[config.mk]
export PLATFORM = sky130hd
export DESIGN_NAME = booth_mul_arbiter
export DESIGN_NICKNAME = d
export VERILOG_FILES = /design/src/rtl/booth_mul_arbiter.sv
export SDC_FILE = /design/constraint.sdc
export NUM_CORES = 1
export LEC_CHECK = 0
export BUFFER_PORTS_ARGS = -buffer_cell sky130_fd_sc_hd__clkbuf_2
export CORE_UTILIZATION = 30
export CTS_BUF_LIST = sky130_fd_sc_hd__clkbuf_4 sky130_fd_sc_hd__clkbuf_8
export CTS_CLUSTER_SIZE = 24
export DETAILED_ROUTE_END_ITERATION = 7
export GPL_ROUTABILITY_DRIVEN = 0
export HOLD_SLACK_MARGIN = 0.05
export PLACE_DENSITY_LB_ADDON = 0.08
export SKIP_CTS_REPAIR_TIMING = 1
export SYNTH_ARGS = -nofsm -noshare
export SYNTH_HDL_FRONTEND = slang
export SYNTH_SLANG_ARGS = --single-unit
[constraint.sdc]
create_clock -name clk -period 2.3 [get_ports clk]
set_input_delay 0 -clock clk [delete_from_list [all_inputs] [get_ports clk]]
set_output_delay 0 -clock clk [all_outputs]
set_load 0.01 [all_outputs]
[src/rtl/booth_mul_arbiter.sv]
// booth_mul_arbiter
// Round-robin front end that shares one sequential 16x16 signed Booth
// multiplier core between NREQ requesters. One transaction is in flight at a
// time: accept operands, pulse the core, wait for done, return the product
// tagged with the requester index on a valid/ready response channel.
//
// Optional watchdog on the WAIT state: compile with BOOTH_MUL_TIMEOUT_EN.
// Without it, WAIT waits indefinitely and rsp_err is constant 0.
//
// state | meaning
// ------+-----------------------------------------------------------------
// IDLE  | arbitrate; grant handshakes combinationally, operands are latched
// ISSUE | one-cycle core_start pulse
// WAIT  | wait for core_done (or watchdog expiry when compiled in)
// RESP  | hold response until rsp_ready, then rotate priority
module booth_mul_arbiter #(
  parameter int NREQ    = 4,
  parameter int ID_W    = 2,
  parameter int TIMEOUT = 64
) (
  input  logic               clk,
  input  logic               reset,
  input  logic [NREQ-1:0]    req_valid,
  output logic [NREQ-1:0]    req_ready,
  input  logic [NREQ*16-1:0] req_x,
  input  logic [NREQ*16-1:0] req_y,
  output logic               core_start,
  output logic [15:0]        core_x,
  output logic [15:0]        core_y,
  input  logic               core_done,
  input  logic [31:0]        core_prod,
  output logic               rsp_valid,
  input  logic               rsp_ready,
  output logic [31:0]        rsp_prod,
  output logic [ID_W-1:0]    rsp_id,
  output logic               rsp_err,
  output logic               busy
);

  if (NREQ < 2 || NREQ > 8 || (2**ID_W) < NREQ || TIMEOUT < 1) begin : g_param_check
    $error("booth_mul_arbiter: illegal NREQ/ID_W/TIMEOUT combination");
  end

  typedef enum logic [1:0] {
    ST_IDLE  = 2'd0,
    ST_ISSUE = 2'd1,
    ST_WAIT  = 2'd2,
    ST_RESP  = 2'd3
  } state_t;

  state_t          state;
  state_t          state_nxt;
  logic [ID_W-1:0] rr_ptr;
  logic            grant_vld;
  logic [ID_W-1:0] grant_id;
  logic [NREQ-1:0] grant_oh;
  logic [15:0]     sel_x;
  logic [15:0]     sel_y;
  logic            wd_expired;

  // Round-robin pick: lowest valid index at or above rr_ptr, else wrap to
  // the lowest valid index overall. Also muxes the winner's operands.
  always_comb begin
    grant_vld = |req_valid;
    grant_id  = '0;
    for (int k = NREQ - 1; k >= 0; k--) begin
      if (req_valid[k]) grant_id = ID_W'(k);
    end
    for (int k = NREQ - 1; k >= 0; k--) begin
      if (req_valid[k] && (ID_W'(k) >= rr_ptr)) grant_id = ID_W'(k);
    end
    grant_oh = '0;
    sel_x    = '0;
    sel_y    = '0;
    for (int k = 0; k < NREQ; k++) begin
      if (grant_vld && (grant_id == ID_W'(k))) begin
        grant_oh[k] = 1'b1;
        sel_x       = req_x[16*k +: 16];
        sel_y       = req_y[16*k +: 16];
      end
    end
  end

  // State register.
  always_ff @(posedge clk or negedge reset) begin
    if (!reset) state <= ST_IDLE;
    else        state <= state_nxt;
  end

  // Next-state logic; core_done only matters in WAIT, so stale strobes vanish.
  always_comb begin
    state_nxt = state;
    case (state)
      ST_IDLE:  if (grant_vld) state_nxt = ST_ISSUE;
      ST_ISSUE: state_nxt = ST_WAIT;
      ST_WAIT:  if (core_done || wd_expired) state_nxt = ST_RESP;
      ST_RESP:  if (rsp_ready) state_nxt = ST_IDLE;
      default:  state_nxt = ST_IDLE;
    endcase
  end

  // Moore outputs plus the combinational grant in IDLE.
  always_comb begin
    req_ready  = '0;
    core_start = 1'b0;
    rsp_valid  = 1'b0;
    busy       = (state != ST_IDLE);
    case (state)
      ST_IDLE:  req_ready  = grant_oh;
      ST_ISSUE: core_start = 1'b1;
      ST_RESP:  rsp_valid  = 1'b1;
      default:  ;
    endcase
  end

  // Operand/ID capture on grant, product capture in WAIT, priority rotation
  // on the response handshake.
  always_ff @(posedge clk or negedge reset) begin
    if (!reset) begin
      core_x   <= '0;
      core_y   <= '0;
      rsp_id   <= '0;
      rsp_prod <= '0;
      rr_ptr   <= '0;
    end else begin
      if (state == ST_IDLE && grant_vld) begin
        core_x <= sel_x;
        core_y <= sel_y;
        rsp_id <= grant_id;
      end
      if (state == ST_WAIT) begin
        if (core_done)       rsp_prod <= core_prod;
        else if (wd_expired) rsp_prod <= '0;
      end
      if (state == ST_RESP && rsp_ready) begin
        rr_ptr <= (rsp_id == ID_W'(NREQ - 1)) ? '0 : rsp_id + ID_W'(1);
      end
    end
  end

`ifdef BOOTH_MUL_TIMEOUT_EN
  localparam int WD_W = (TIMEOUT > 1) ? $clog2(TIMEOUT) : 1;

  logic [WD_W-1:0] wd_cnt;

  // Expiry when the down-counter sits at zero in WAIT: TIMEOUT WAIT cycles.
  assign wd_expired = (state == ST_WAIT) && (wd_cnt == '0);

  // Watchdog down-counter, loaded in ISSUE so it is fresh on entry to WAIT.
  always_ff @(posedge clk or negedge reset) begin
    if (!reset) begin
      wd_cnt <= '0;
    end else if (state == ST_ISSUE) begin
      wd_cnt <= WD_W'(TIMEOUT - 1);
    end else if (state == ST_WAIT && wd_cnt != '0) begin
      wd_cnt <= wd_cnt - WD_W'(1);
    end
  end

  // Error flag: a real done always wins over expiry in the same cycle.
  always_ff @(posedge clk or negedge reset) begin
    if (!reset) begin
      rsp_err <= 1'b0;
    end else if (state == ST_WAIT) begin
      if (core_done)       rsp_err <= 1'b0;
      else if (wd_expired) rsp_err <= 1'b1;
    end
  end
`else
  assign wd_expired = 1'b0;
  assign rsp_err    = 1'b0;
`endif

endmodule
==> Yosys cells after proc, flatten, opt, wreduce, memory -nomap -nowiden <==
Index checks and enable logic that the tools add are counted.
{ "totals": {"regBits": 70, "output_inout_bits": 74} }
{ "classes": {"magnitude_cmp": 4, "n_reduce_logical": 16, "n_eq_ne": 10, "muxes": 28, "n_addsub": 1} }
{ "ops": {"columns": ["operator", "count"], "rows": [
  ["16-bit 2-to-1 mux", 8],
  ["2-bit 2-to-1 mux", 12],
  ["2-bit == test, second input constant", 5],
  ["1-bit logical AND", 10],
  ["2-bit one-hot mux with 4 select lines", 1],
  ["1-bit 2-to-1 mux", 6],
  ["2-bit inequality test, second input constant", 3],
  ["2-bit by 1-bit == test with 1-bit output, second input constant", 2],
  ["1-bit by 2-bit >= comparator with 1-bit output, first input constant", 2],
  ["2-bit >= comparator, first input constant", 2],
  ["2-bit logical NOT", 2],
  ["4-bit 2-to-1 mux", 1],
  ["4-bit OR reduction", 1],
  ["3-bit AND reduction", 1],
  ["2-bit by 1-bit adder with 2-bit output, second input constant", 1],
  ["2-bit AND reduction", 1],
  ["2-bit nonzero test", 1]
]} }

==> Logic depth before layout (Yosys ltp) <==
{ "logic_depth": {"depth_word": 14, "ltp_mapped": 8, "ltp_nobuf": 7} }

==> Worst setup path before layout <==
Ideal clock, no wire load.
{ "synth_timing": {"path_kind": "register -> register", "from": "reg state[0]", "to": "reg core_x[10]", "t_arrival_ps": 1697, "path_slack_ps": 460, "setup_time_ps": 143, "path_stages_with_launch": 9, "path_cell_list": "dfrtp_1 > inv_1 > ha_1 > inv_1 > nor2_1 > o21ai_2 > clkbuf_4 > a221oi_1 > a311oi_2"} }
{ "synth_between": {"elab_chain_len": 2} }
{ "synth_lines": {"columns": ["item", "line", "text"], "rows": [
  ["start, declared", "51", "state_t state;"],
  ["start signal, assigned", "87", "else state <= state_nxt;"],
  ["2-bit logical NOT", "126", "if (state == ST_IDLE && grant_vld) begin"],
  ["1-bit logical AND", "126", null],
  ["end signal, assigned", "127", "core_x <= sel_x;"],
  ["end, declared", "28", "output logic [15:0] core_x,"]
]} }
No other way between the ends.
A chain may end at the register's enable or synchronous reset.

==> Final worst setup path <==
{ "layout_timing": {"from": "reg rr_ptr[1]", "to": "out req_ready[2]"} }
{ "layout_between": {"elab_chain_len": 10, "word_cells_on_any_way": 16, "cone_classes": "4 x order compare; 1 x eq/ne; 6 x mux; 5 x reduce/logical"} }
{ "layout_lines": {"columns": ["item", "line", "text"], "rows": [
  ["start, declared", "53", "logic [ID_W-1:0] rr_ptr;"],
  ["start signal, assigned", "136", "rr_ptr <= (rsp_id == ID_W'(NREQ - 1)) ? '0 : rsp_id + ID_W'(1);"],
  ["2-bit >= comparator", "70", "if (req_valid[k] && (ID_W'(k) >= rr_ptr)) grant_id = ID_W'(k);"],
  ["1-bit logical AND", "70", null],
  ["2-bit 2-to-1 mux (3 in a row)", "70", null],
  ["2-bit 2-to-1 mux *", "70", null],
  ["2-bit == test *", "76", "if (grant_vld && (grant_id == ID_W'(k))) begin"],
  ["1-bit logical AND *", "76", null],
  ["1-bit 2-to-1 mux *", "76", null],
  ["4-bit 2-to-1 mux *", "108", "case (state)"],
  ["end, declared", "24", "output logic [NREQ-1:0] req_ready,"]
]} }
Mark *: on every way between the ends. The rest lies on a longest branch, timed or not.

==> impl_metrics.tcl <==
set metrics [dict create \
    worst-r2r-cell-count 6 \
    n_antenna_cell 0 \
    synthArstFlopShare_pct 100 \
    hold_class "in2reg" \
    leakagePower_nw 3.07 \
    detail_route.first_pass.iterations 4 \
    cts_buffer_depth 2 \
    wire_per_inst_um 14.9 \
    num_vias 4033 \
    yosys-mux-area-fraction_pct 10.6 \
    final.fill_count 1097 \
    vias_in_the_first_global_route 3432 \
    placement.cell_area_sq_um 5090 \
    run_status "finished, final reports clean" \
    worstSetupStartpointType "flip-flop" \
    seq_area_frac_synth_pct 47.2 \
    row_count 40 \
    utilization_pct 52.6 \
    rsz0062_at_grt "no" \
    slew_viol_final 0 \
    required_ns 2.30 \
    worst_setup_hold_path_clk_slew_ns 0.08 \
    multi_input_logic_area_sq_um 1780 \
    synth_xor_xnor_area_share_pct 0 \
    final.min_clock_period_ns 2.18 \
    tightest_slew_ns 0.905 \
    clock_tree_from_tritoncts "built" \
    initialDrtViolationCount 190 \
    ir_drop_v 0.000411 \
    floorplan.initialDensity_pct 30.8 \
    postRouteAntennaNets 0 \
    cts_buffers 9 \
    post_synth_edffs 0 \
    port_buffers 240 \
    synth.yosys.warnings 0 \
    synthesis.nets 518 \
    max_cap_violations 0 \
    final_nets 856 \
    floorplan.die.height_um 113 \
    setup_tns_ns 0 \
    postLayoutSetupSlackWorst_ns 0.122 \
    regArea_sq_um 1750 \
    grt-ovfl-total 0 \
    syn2layout_area_growth_pct 71.0 \
    share_of_the_synthesized_area_in_compound_gates_ao_oa_aoi_oai_pct 21.7 \
    min_period_over_period_pct 94.7 \
    holdPathStages 3 \
    synthAdderAreaFrac_pct 2.02 \
    worst-setup-path-type "reg2out" \
    preCtsSetupSlack_ns 0.367 \
    hpwlAfterDp_mm 8.02 \
    synth_ff_type "sky130_fd_sc_hd__dfrtp_1" \
    synthesis.area_sq_um 3710 \
    drive_above_1_share_pct 47.7 \
    worst_clock_skew_ns 0.00526 \
    timing.critical_path.to_type "output pin" \
    layout.cell_area.non_filler_sq_um 6350 \
    worst_skew_pair.late_latency_ns 0.36 \
    numClockSinks 70 \
    crit_path_top_delay_cell "sky130_fd_sc_hd__or3_1" \
    post_synth_and_or_nand_nor_area_fraction_pct 13.0 \
    die_area_sq_um 12800 \
    htree_num_levels 3 \
    final_common_cell "sky130_fd_sc_hd__clkbuf_2" \
    initial_antenna_violation_count 0 \
    crit_path_cell_trace "nor2b_1 -> o21a_1 -> or3_1 -> buf_12 -> and2_1 -> clkbuf_2" \
    clock-root-buffer "sky130_fd_sc_hd__clkbuf_8" \
    power-per-cell-area_nw_per_um2 1090 \
    cp_data_arrival_time_ns 2.18 \
    postRouteWirelength_mm 12.7 \
    report.final.setup_viol 0 \
    die_width_um 113 \
    worstPathMaxFanout 29 \
    post_drt_via_cell_ratio 4.72 \
    grtUsageTotal_pct 17.7 \
    layout.cells.most_common_list "sky130_fd_sc_hd__clkbuf_2, sky130_fd_sc_hd__dlygate4sd3_1, sky130_fd_sc_hd__dfrtp_1" \
    synth_top_family_by_area "compound AO/OA/AOI/OAI gates" \
    core_footprint_sq_um 12100 \
    max_freq_mhz 459 \
    ioPinCount 242 \
    yosys_register_bits 70 \
    synth.distinct_cells 42 \
    grt_first_pass_wirelength_mm 17.3 \
    cell_count_after_synthesis 344 \
    max_slew_margin_pct 39.7 \
    finalHoldViolations 0 \
    grt_max_degree 71 \
    cpPeakStageDelay_ns 0.49 \
    syn_avg_cell_area_sq_um 10.8 \
    detail_route.drc_violations 0 \
]
==> per-stage QoR <==
| stage | std cells | hold slack (ns) | total power [W] |
|---|---|---|---|
| 2_1_floorplan | 344 | -0.296 | 0.00445 |
| 3_3_place_gp | 735 | 0.203 | 0.00571 |
| 3_5_place_dp | 735 | 0.202 | 0.00579 |
| 4_1_cts | 751 | -0.208 | 0.00684 |
| 5_1_grt | 855 | 0.0466 | 0.00746 |
| 6_report | 855 | 0.0504 | 0.00693 |
==> layout make-up <==
class,count,area share (%)
repair buffers,355,37.4
multi-input cells,238,28.0
flip-flops and latches,70,27.6
well taps,168,3.31
clock buffers,10,2.07
clock inverters,6,1.14
inverters,8,0.473
==> final timing paths <==
check / from / slack [ns] / endpoint
hold / removal: req_y[15] / 0.05 / core_y[15]
max in group asynchronous: reset / 1.39 / core_x[10]
setup / recovery: rr_ptr[1] / 0.12 / req_ready[2]
min in group asynchronous: reset / 0.32 / rsp_prod[22]
hold reg to reg: rsp_prod[24] / 0.51 / rsp_prod[24]
setup reg to reg: rr_ptr[0] / 0.39 / core_y[12]
==> logic make-up after synthesis <==
logic type	Yosys count
multiplexers	35
AND/OR/NAND/NOR	118
adder cells (fa/ha/maj)	6
flip-flops	70
other	1
buffers and inverters	36
AO/OA/AOI/OAI	78
==> worst max-delay path: cells and delay by family (launching register included) <==
kind	cells	cell delay [ns]
simple gates	3	0.82
flops	1	0.46
buf+inv	2	0.34
compound gates	1	0.20
==> cells in the mapped netlist, types with 2 or more instances <==
library cell	count	area share (%)
sky130_fd_sc_hd__ha_1	6	2.0
sky130_fd_sc_hd__buf_6	4	1.2
sky130_fd_sc_hd__a311oi_1	18	4.2
sky130_fd_sc_hd__a311oi_2	13	5.3
sky130_fd_sc_hd__nor2_1	37	3.7
sky130_fd_sc_hd__buf_2	13	1.8
sky130_fd_sc_hd__nand2b_1	2	0.34
sky130_fd_sc_hd__dfrtp_1	70	47
sky130_fd_sc_hd__buf_1	3	0.30
sky130_fd_sc_hd__a221oi_1	22	5.2
sky130_fd_sc_hd__and2_1	2	0.34
sky130_fd_sc_hd__a211oi_1	2	0.40
sky130_fd_sc_hd__inv_1	7	0.71
sky130_fd_sc_hd__a21oi_1	2	0.27
sky130_fd_sc_hd__o22ai_1	2	0.34
sky130_fd_sc_hd__nor3_2	2	0.54
sky130_fd_sc_hd__clkbuf_1	5	0.51
sky130_fd_sc_hd__mux2_2	33	10
sky130_fd_sc_hd__a221oi_2	10	4.0
sky130_fd_sc_hd__nand2_1	69	7.0
==> registers in the layout (all words and copies together), names as in the netlist <==
name / cells
core_y: 16
rsp_id: 2
rr_ptr: 2
state: 2
rsp_prod: 32
core_x: 16
==> report_power, final <==
group / total [W] / switching, W / internal (W)
Sequential: 0.00222 / 0.000355 / 0.00187
Combinational: 0.00367 / 0.00197 / 0.00170
Clock: 0.00103 / 0.000514 / 0.000520
==> layer usage <==
layer	GRT usage [%]	up-vias	part of all wire, %
met5	0	-	0
met3	6.70	15	7.5
met2	30.1	174	52
met1	20.8	1899	40
met4	5.00	0	1.4
li1	-	1945	-
Note: power is estimated with default switching activity, not from simulation.
